### config.mk
export PLATFORM = sky130hd
export DESIGN_NAME = onebit_array_responder
export DESIGN_NICKNAME = d
export VERILOG_FILES = /design/src/rtl/onebit_pkg.sv /design/src/rtl/onebit_strobe_decode.sv /design/src/rtl/onebit_array_responder.sv
export SDC_FILE = /design/constraint.sdc
export NUM_CORES = 1
export LEC_CHECK = 0
export CAP_MARGIN = 20
export CELL_PAD_IN_SITES_DETAIL_PLACEMENT = 1
export CELL_PAD_IN_SITES_GLOBAL_PLACEMENT = 1
export CORE_MARGIN = 2
export CORE_UTILIZATION = 42
export CTS_CLUSTER_DIAMETER = 80
export DETAILED_ROUTE_END_ITERATION = 8
export PLACE_DENSITY_LB_ADDON = 0.08
export SETUP_SLACK_MARGIN = 0.1
export SYNTH_ARGS = -nofsm -noshare
export SYNTH_HDL_FRONTEND = slang
export SYNTH_SLANG_ARGS = --single-unit
### constraint.sdc
create_clock -name clk -period 2.7 [get_ports clk]
set_input_delay 0.405 -clock clk [delete_from_list [all_inputs] [get_ports clk]]
set_output_delay 0.405 -clock clk [all_outputs]
set_load 0.01 [all_outputs]
### src/rtl/onebit_pkg.sv
// Shared types for the one-bit SRAM control interface: strobe classes, bitline state and
// counter width.
package onebit_pkg;

   localparam int unsigned CNT_W = 16;

   typedef enum logic [2:0] {PRE, IDLE, READ, WRITE, ILLEGAL} strobe_cls_e;

   typedef enum logic {CHARGED, SPENT} bl_state_e;

endpackage

### src/rtl/onebit_strobe_decode.sv
// Combinational classifier turning the six array strobes into one strobe class per cycle.
module onebit_strobe_decode
   import onebit_pkg::*;
(
   input  logic        preb,
   input  logic        sampleb,
   input  logic        sa_en,
   input  logic        write_bit,
   input  logic        WL,
   input  logic        WLB,
   output strobe_cls_e cls
);

   // WLB only matters while the wordline is up; PRE and IDLE ignore it.
   always_comb begin
      cls = ILLEGAL;
      if (!preb && !WL && sampleb && !sa_en && !write_bit) begin
         cls = PRE;
      end else if (preb && !WL && sampleb && !sa_en && !write_bit) begin
         cls = IDLE;
      end else if (preb && WL && !sampleb && !WLB && !sa_en && write_bit) begin
         cls = WRITE;
      end else if (preb && WL && !sampleb && !WLB && sa_en && !write_bit) begin
         cls = READ;
      end
   end

endmodule

### src/rtl/onebit_array_responder.sv
// Behavioural bitcell array plus sense amp: writes, registered reads, bitline precharge
// tracking and sticky protocol-violation flags.
module onebit_array_responder
   import onebit_pkg::*;
#(
   parameter int unsigned DEPTH = 16,
   parameter int unsigned WIDTH = 1,
   parameter int unsigned AW    = $clog2(DEPTH)
) (
   input  logic             clk,
   input  logic             rst_n,
   input  logic             preb,
   input  logic             sampleb,
   input  logic             sa_en,
   input  logic             write_bit,
   input  logic             WL,
   input  logic             WLB,
   input  logic [AW-1:0]    addr,
   input  logic [WIDTH-1:0] din,
   input  logic             err_clr,
   output logic [WIDTH-1:0] dout,
   output logic             dout_valid,
   output logic             err_noprech,
   output logic             err_illegal,
   output logic [CNT_W-1:0] rd_cnt,
   output logic [CNT_W-1:0] wr_cnt
);

   strobe_cls_e      cls;
   bl_state_e        bl_state;
   logic [WIDTH-1:0] mem [DEPTH];
   logic             access;

   onebit_strobe_decode u_decode (
      .preb      (preb),
      .sampleb   (sampleb),
      .sa_en     (sa_en),
      .write_bit (write_bit),
      .WL        (WL),
      .WLB       (WLB),
      .cls       (cls)
   );

   assign access = (cls == READ) || (cls == WRITE);

   // Array contents survive reset; only the write itself is suppressed in a reset cycle.
   always_ff @(posedge clk) begin
      if (rst_n && cls == WRITE) begin
         mem[addr] <= din;
      end
   end

   always_ff @(posedge clk) begin
      if (!rst_n) begin
         bl_state    <= SPENT;
         dout        <= '0;
         dout_valid  <= 1'b0;
         err_noprech <= 1'b0;
         err_illegal <= 1'b0;
         rd_cnt      <= '0;
         wr_cnt      <= '0;
      end else begin
         dout_valid <= 1'b0;
         unique case (cls)
            PRE:     bl_state <= CHARGED;
            IDLE:    bl_state <= bl_state;
            READ: begin
               bl_state   <= SPENT;
               dout       <= mem[addr];
               dout_valid <= 1'b1;
               if (rd_cnt != '1) rd_cnt <= rd_cnt + 1'b1;
            end
            WRITE: begin
               bl_state <= SPENT;
               if (wr_cnt != '1) wr_cnt <= wr_cnt + 1'b1;
            end
            default: bl_state <= SPENT;
         endcase

         // A fresh violation outranks a simultaneous clear.
         if (access && bl_state == SPENT) begin
            err_noprech <= 1'b1;
         end else if (err_clr) begin
            err_noprech <= 1'b0;
         end
         if (cls == ILLEGAL) begin
            err_illegal <= 1'b1;
         end else if (err_clr) begin
            err_illegal <= 1'b0;
         end
      end
   end

endmodule

==> flow_metrics.env <==
export IMPL_cp_arrival_ns=1.94
export IMPL_ant_nets=0
export IMPL_min_period_over_period_pct=70.9
export IMPL_slowest_delay_ns=0.50
export IMPL_num_antenna_cells=0
export IMPL_wl_mm=6.13
export IMPL_cts_path_max_buffers=2
export IMPL_grt_max_degree=28
export IMPL_gp_congestion=0.803
export IMPL_postCtsSetupRepairBufs=0
export IMPL_cts_tree="done"
export IMPL_clkTransAtPathRegs_ns=0.11
export IMPL_area_growth_pct=25.3
export IMPL_maxCapViolations=0
export IMPL_ys_warn_count=0
export IMPL_routed_via_count=2125
export IMPL_place_ws_ns=0.430
export IMPL_die_area_um2=6830
export IMPL_synth_area_per_cell_um2=9.80
export IMPL_worstMarginPinSlew_ns=0.501
export IMPL_rsz0062_at_grt="no"
export IMPL_grt_ovfl_total=0
export IMPL_start_util_pct=43.6
export IMPL_syn_nets=281
export IMPL_status="finished, final reports clean"
export IMPL_vdd_drop_max_mv=0.233
export IMPL_fmax_ghz=0.522
export IMPL_critPathRequiredTime_ns=2.73
export IMPL_hold_buffers=0
export IMPL_dp_hpwl_mm=4.61
export IMPL_drtPass1Iterations=4
export IMPL_cts_sinks=53
export IMPL_synthFlopType="dfxtp_1"
export IMPL_grt_pass1_vias=2118
export IMPL_grt_pass1_wl_mm=10.1
export IMPL_via_per_inst=5.42
export IMPL_placementRows=28
export IMPL_grtUsageTotal_pct=19.4
export IMPL_ys_types=49
export IMPL_setup_violations=0
export IMPL_synth_edf_count=16
export IMPL_finalCriticalPeriod_ns=1.91
export IMPL_path_max_fanout=7
export IMPL_cts_resized=0
export IMPL_clock_root_buffer="clkbuf_8"
export IMPL_fin_nets=332
export IMPL_hold_viol_final=0
export IMPL_coreArea_um2=5960
export IMPL_portBuffers=49
export IMPL_p_leak_nw=1.11
export IMPL_cts_max_level=2
export IMPL_holdPathStages=2
export IMPL_drc=0
export IMPL_maxSlewHeadroom_pct=66.4
export IMPL_syn_cell_area_um2=2600
export IMPL_crit_cells=5
export IMPL_async_reset_ff_share_pct=0
export IMPL_tns_ns=0
export IMPL_worst_path_max_delay_cell="or4b_4"
export IMPL_r2r_cells=6
export IMPL_clock_latency_ns=0.32
export IMPL_cp_cell_sequence="clkdlybuf4s50_1, and2b_2, and2_4, or4b_4, nor2_1"
export IMPL_slew_violations=0
export IMPL_timing_critical_path_buf_inv=1
export IMPL_hp_class="reg2reg"
export IMPL_crit_path_start_kind="input port"
export IMPL_fillerInstances=695
export IMPL_numCtsBuffers=5
export IMPL_wl_per_cell_um=15.6
export IMPL_drive_gt1_share_pct=9.46
export IMPL_ys_seq_area_share_pct=47.0
export IMPL_worst_slack_ns=0.786
export IMPL_antenna_found_initial=0
export IMPL_path_delay_family="simple AND/OR/NAND/NOR gates"
export IMPL_io_pins=50
export IMPL_fin_worst_skew_ns=0.0114
export IMPL_drt_iter0_markers=65
export IMPL_powerDensity_nw_per_um2=423
export IMPL_end_kind="flip-flop"
export IMPL_critical_path_class="in2reg"
export IMPL_dieWidth_um=82.6
export IMPL_synth_seq_cells=53
export IMPL_syn_inst=265
export IMPL_die_y_um=82.6
## worst min-delay path, delay by kind of cell, from the launching register on
family	cells	cell delay, ns
AO/OA/AOI/OAI	1	0.05
flip-flops	1	0.33
AND/OR/NAND/NOR	1	0.05
## synthesized netlist by cell type, types with 2 or more instances
| cell | number | area [µm²] |
|---|---|---|
| nand4_1 | 9 | 56.3 |
| nor4_1 | 4 | 25.0 |
| nand3_1 | 18 | 90.1 |
| clkbuf_1 | 6 | 22.5 |
| nor2_1 | 38 | 143 |
| o21ai_0 | 6 | 30.0 |
| nand2b_1 | 9 | 56.3 |
| mux2i_1 | 9 | 90.1 |
| buf_6 | 2 | 22.5 |
| nand4b_1 | 2 | 17.5 |
| nor3_1 | 14 | 70.1 |
| xnor2_1 | 20 | 175 |
| mux4_2 | 2 | 45.0 |
| and3_1 | 6 | 37.5 |
| mux2_2 | 2 | 22.5 |
| dfxtp_1 | 37 | 741 |
| inv_1 | 3 | 11.3 |
| nand2_1 | 19 | 71.3 |
| edfxtp_1 | 16 | 480 |
| and2_1 | 2 | 12.5 |
| a21oi_1 | 8 | 40.0 |
| ha_1 | 2 | 25.0 |
| nor3b_1 | 2 | 15.0 |
| nor4b_1 | 3 | 26.3 |
| a311oi_1 | 2 | 17.5 |
## path summary, 6_finish.rpt
check	start	endpoint	slack (ns)
setup / recovery	sa_en	mem[1]$_DFFE_PP_	0.79
hold / removal	err_noprech$_SDFFE_PN0P_	err_noprech$_SDFFE_PN0P_	0.47
setup reg to reg	wr_cnt[0]$_SDFFE_PN0P_	wr_cnt[5]$_SDFFE_PN0P_	0.80
hold reg to reg	err_noprech$_SDFFE_PN0P_	err_noprech$_SDFFE_PN0P_	0.47
## where the power goes
group / internal, mW / switching [mW]
Sequential: 0.820 / 0.00178
Clock: 0.189 / 0.283
Combinational: 0.0370 / 0.0435
Total: 1.05 / 0.329
## state kept, by name (all words and copies together) (netlist names)
name and cells:
wr_cnt 16, mem 16, err_noprech 1, rd_cnt 16
err_illegal 1, bl_state 1, dout_valid 1, dout 1
## layout make-up
class / count / area, µm² / share of cell area [%]
Multi-Input combinational cell: 199 / 1310 / 40.3
Sequential cell: 53 / 1220 / 37.5
Timing Repair Buffer: 53 / 520 / 16.0
Tap cell: 75 / 93.8 / 2.88
Clock buffer: 5 / 68.8 / 2.12
Clock inverter: 3 / 23.8 / 0.731
Inverter: 4 / 15.0 / 0.462
## stage by stage
stage	instance area (µm²)	std cells	hold slack, ns	power, mW	util (%)
after CTS	3250	392	0.477	1.39	54.6
after floorplan	2600	265	0.433	0.880	-
after global placement	3160	384	0.469	0.920	53.1
after global routing	3250	392	0.523	1.43	54.6
final	3250	392	0.473	1.37	54.6
after detailed placement	3160	384	0.461	0.922	53.1
## metal layers
| metal | up-vias | track usage, % | wire length (µm) |
|---|---|---|---|
| met3 | 9 | 3.91 | 195 |
| met4 | 0 | 6.23 | 110 |
| met1 | 1029 | 24.9 | 2830 |
| li1 | 1050 | - | - |
| met2 | 37 | 32.9 | 2990 |
| met5 | - | 0 | 0 |
## kinds of logic (layout without fill, tap and decap cells)
kind of cell	after synthesis	in the layout	share of synthesized area, %
AOI/OAI and AO/OA	20	20	5.01
xor gates and xnor gates	20	20	6.75
adders and majority gates	2	2	0.964
buffers and inverters	13	65	2.51
DFF	53	53	47.0
muxes	13	13	6.07
and+or+nand+nor	144	144	31.7
## placed cells by master (no fill, tap or decap), types with 5 or more instances in the layout
cell	synthesis	final
nand2b_1	9	9
nor2_1	38	38
mux2i_1	9	9
and3_1	6	6
xnor2_1	20	20
dfxtp_1	37	37
nand2_1	19	19
clkdlybuf4s50_1	0	49
nand3_1	18	18
o21ai_0	6	6
a21oi_1	8	8
clkbuf_8	0	5
edfxtp_1	16	16
nor3_1	14	14
nand4_1	9	9
No activity file was read; power rests on OpenSTA's default activity.
==> patch 1: new RTL, config.mk and constraints unchanged <==
Register the output `wr_cnt` once more, without a reset; this adds one clock of latency there. The other outputs are not delayed to match.
--- a/src/rtl/onebit_array_responder.sv
+++ b/src/rtl/onebit_array_responder.sv
@@ -25,6 +25,8 @@
    output logic [CNT_W-1:0] rd_cnt,
    output logic [CNT_W-1:0] wr_cnt
 );
+
+   logic [CNT_W-1:0] wr_cnt_s0;
 
    strobe_cls_e      cls;
    bl_state_e        bl_state;
@@ -58,7 +60,7 @@
          err_noprech <= 1'b0;
          err_illegal <= 1'b0;
          rd_cnt      <= '0;
-         wr_cnt      <= '0;
+         wr_cnt_s0   <= '0;
       end else begin
          dout_valid <= 1'b0;
          unique case (cls)
@@ -72,7 +74,7 @@
             end
             WRITE: begin
                bl_state <= SPENT;
-               if (wr_cnt != '1) wr_cnt <= wr_cnt + 1'b1;
+               if (wr_cnt_s0 != '1) wr_cnt_s0 <= wr_cnt_s0 + 1'b1;
             end
             default: bl_state <= SPENT;
          endcase
@@ -91,5 +93,9 @@
       end
    end
 
+   always_ff @(posedge clk) begin
+      wr_cnt <= wr_cnt_s0;
+   end
+
 endmodule
 
Function: changed (a bounded check fails within 4 cycles, from zero or initial values and one cycle with rst_n low).
==> patch 1 against the unedited design <==
Critical path depth increased by 1; power increased by 50%; area after synthesis increased by 9.9%; sequential cell count increased by 16; register-to-register slack got worse by 0.02 ns; design area increased by 13%; wire length increased by 6.6%; cell count increased by 8.4%; sequential share of layout area increased by 4.4 points; setup slack got worse by 0.22 ns; critical endpoint is now rd_cnt[3]$_SDFFE_PN0P_.
==> patch 1: results (changes against the unedited design) <==
Clock tree
  • CTS H-tree depth: 3 (was 2)
  • CTS Buf Count: 9 (was 5)
  • Worst skew pair latency: 0.34 ns (was 0.32 ns)
  • Reg clk slew, reported paths: 0.08 ns (was 0.11 ns)

Global routing
  • Pin count of the biggest net entering global routing: 20 (was 28)
  • First-pass GRT wire length: 11000 µm (was 10100 µm)
  • GRT Total Usage: 19.2% (was 19.4%)

Drt
  • Vias/cell: 5.36 (was 5.42)
  • DR WL met2: 3210 µm (was 2990 µm)
  • Wirelength per Cell: 15.4 µm (was 15.6 µm)
  • Met1 Wirelength: 2990 µm (was 2830 µm)
  • Iter 0 DRT Violations: 62 (was 65)
  • Routed length on met3: 232 µm (was 195 µm)
  • Final wirelength: 6530 µm (was 6130 µm)

Final layout
  • Fillers: 767 (was 695)
  • Nets: 356 (was 332)

Place
  • Inst Count DP: 409 (was 384)
  • Place WS: 0.198 ns (was 0.430 ns)
  • Dpl cell area: 3450 µm² (was 3160 µm²)
  • Routability Congestion: 0.775 (was 0.803)

Power
  • P_sw: 448 µW (was 329 µW)
  • Leakage power: 1.29 nW (was 1.11 nW)
  • VDD IR max: 371 µV (was 233 µV)

Synth
  • Mapped Nets: 299 (was 281)
  • Synth unique cells: 46 (was 49)
  • Top cells by count, synth: dfxtp_1, nor2_1, nand2_1 (was nor2_1, dfxtp_1, xnor2_1)
  • Mean Syn Cell Area: 10.1 µm² (was 9.80 µm²)

Critical path
  • R2R Path End: rd_cnt[5]$_SDFFE_PN0P_ (was wr_cnt[5]$_SDFFE_PN0P_)
  • Reg-to-Reg Start: rd_cnt[0]$_SDFFE_PN0P_ (was wr_cnt[0]$_SDFFE_PN0P_)
  • R2R Setup Slk: 0.78 ns (was 0.80 ns)
  • Worst Path Max Fanout: 13 (was 7)

Min path
  • Hold_sp: wr_cnt_s0[8]$_SDFFE_PN0P_ (was err_noprech$_SDFFE_PN0P_)
  • Worst Hold End: wr_cnt[8]$_DFF_P_ (was err_noprech$_SDFFE_PN0P_)
  • Hold depth: 0 (was 2)

Status
  • Status: completed (unchanged)

STA
  • Least-Margin Pin Slew: 0.491 ns (was 0.501 ns)
patch 1: area by class of cell:
cell class,count,area share (%)
multi-input combinational,200,34.0
timing repair buffer,56,14.8
clock buffer,11,4.42
sequential,69,41.9
inverter,4,0.408
tap,80,2.72
clock inverter,5,1.74
patch 1: worst max-delay path by stage:
stage / from / endpoint / slack [ns] / depth (start not counted)
global route: preb / rd_cnt[3]$_SDFFE_PN0P_ / 0.38 / 6
floorplan: WLB / mem[0]$_DFFE_PP_ / 0.90 / 4
CTS: write_bit / mem[0]$_DFFE_PP_ / 0.57 / 5
finish: preb / rd_cnt[3]$_SDFFE_PN0P_ / 0.56 / 6
global placement: WL / rd_cnt[3]$_SDFFE_PN0P_ / 0.28 / 6
detailed placement: write_bit / mem[0]$_DFFE_PP_ / 0.20 / 5
patch 1: kinds of logic (layout without fill, tap and decap cells):
family	count (synthesis)	after routing	share of synthesized area, %
multiplexers	9	9	4.04
AO/OA/AOI/OAI	37	37	8.90
flip-flops	69	69	54.0
adder cells (fa/ha/maj)	2	2	0.877
XOR/XNOR	16	16	4.91
AND/OR/NAND/NOR	136	136	25.1
buffers and inverters	14	76	2.15
patch 1: critical path, delay by kind of cell:
| family | cells | cell delay [ns] |
|---|---|---|
| simple gates | 3 | 1.13 |
| buf+inv | 1 | 0.50 |
| compound gates | 2 | 0.38 |
patch 1: power by group through the flow:
stage / sequential (mW) / combinational [mW] / clock, mW
after floorplan: 1.08 / 0.0373 / 0
after global routing: 1.06 / 0.0914 / 0.988
final: 1.06 / 0.0819 / 0.919
after detailed placement: 1.08 / 0.0834 / 0
after CTS: 1.06 / 0.0840 / 0.944
after global placement: 1.08 / 0.0828 / 0
==> patch 2: new RTL, same flow settings <==
Without the edit above. Set the parameter `DEPTH` to 8 (it was 16).
--- a/src/rtl/onebit_array_responder.sv
+++ b/src/rtl/onebit_array_responder.sv
@@ -3,7 +3,7 @@
 module onebit_array_responder
    import onebit_pkg::*;
 #(
-   parameter int unsigned DEPTH = 16,
+   parameter int unsigned DEPTH = 8,
    parameter int unsigned WIDTH = 1,
    parameter int unsigned AW    = $clog2(DEPTH)
 ) (
Interface: changed (resized addr); port bits go from 50 to 49. No check against the original RTL was run, so the function may have changed too.
==> patch 2 against the unedited design <==
Core utilization up 0.42 points; wire length up 1.5%; non-clock buffer count decreased by 1; area after synthesis shrank 11%; sequential cell count fell by 8; clock power rose by 5.5%; setup slack lost 0.22 ns; design area decreased by 8.5%; power is 9.2% lower.
==> patch 2: results (changes against the unedited design) <==
Final layout
  • Bufs w/o clock: 52 (was 53)
  • ClkCell Share: 3.57% (was 2.85%)
  • Inverters excl. clock: 10 (was 4)
  • Fillers: 647 (was 695)
  • CLK BUF: 6 (was 5)
  • Area of the multi-input gates: 1250 µm² (was 1310 µm²)
  • Non-clock buffer share: 17.2% (was 16.0%)
  • Share of cells above drive strength 1: 8.28% (was 9.46%)

Critical path
  • Worst Path Max Fanout: 10 (was 7)
  • Arr. time, crit path: 2.36 ns (was 1.94 ns)
  • R2R Setup Slk: 0.82 ns (was 0.80 ns)
  • CP peak stage delay: 0.57 ns (was 0.50 ns)
  • CP startpoint: WL (was sa_en)
  • Reg-to-Reg Start: rd_cnt[15]$_SDFFE_PN0P_ (was wr_cnt[0]$_SDFFE_PN0P_)
  • Slowest-stage cell, CP: clkdlybuf4s50_1 (was or4b_4)
  • Worst R2R Path Depth: 4 (was 6)
  • Setup crit end: rd_cnt[10]$_SDFFE_PN0P_ (was mem[1]$_DFFE_PP_)

Global routing
  • Vias in the first global route: 2183 (was 2118)
  • GRT Total Usage: 20.8% (was 19.4%)

Synth
  • Register bit total from synthesis: 45 (was 53)
  • EDFF count, synth: 8 (was 16)
  • Mapped Nets: 265 (was 281)
  • Synth unique cells: 43 (was 49)
  • Top cells by area, synth: dfxtp_1, edfxtp_1, a21oi_1 (was dfxtp_1, edfxtp_1, xnor2_1)

Clock tree
  • Worst skew pair latency: 0.29 ns (was 0.32 ns)
  • Reg clk slew, reported paths: 0.08 ns (was 0.11 ns)

STA
  • Worst hold slack: 0.473 ns (about the same)
  • Least-Margin Pin Slew: 0.749 ns (was 0.501 ns)
  • Setup slack after layout: 0.564 ns (was 0.786 ns)

Place
  • Routability Congestion: 0.827 (was 0.803)

Status
  • Status: completed (unchanged)

Drt
  • Vias/cell: 5.90 (was 5.42)
patch 2: cell count changes in the layout (fill, tap and decap cells not counted), moves of 10 or more:
cell,before,now
or3_1,0,10
nor2_1,38,8
xnor2_1,20,0
a21oi_1,8,27
or4_1,1,15
o31ai_1,0,16
patch 2: where the power goes:
| group | total (mW) | internal [mW] | switching, mW |
|---|---|---|---|
| registers | 0.685 | 0.684 | 0.00138 |
| logic | 0.0658 | 0.0323 | 0.0335 |
| clock network | 0.498 | 0.273 | 0.224 |
patch 2: metal layers:
metal  vias to the layer above  track usage [%]  share of wire (%)
met5                         -                0                  0
met4                         0             5.79               0.72
met3                         4             3.10                3.2
met2                        46             34.5                 48
met1                      1085             28.4                 48
li1                       1070                -                  -
patch 2: cell families after synthesis:
| logic type | after synthesis | share of synthesized area, % |
|---|---|---|
| simple gates | 118 | 33.3 |
| fa+ha+maj | 2 | 1.08 |
| compound gates | 61 | 16.0 |
| buf+inv | 18 | 3.57 |
| flops | 45 | 42.4 |
| mux | 6 | 3.68 |
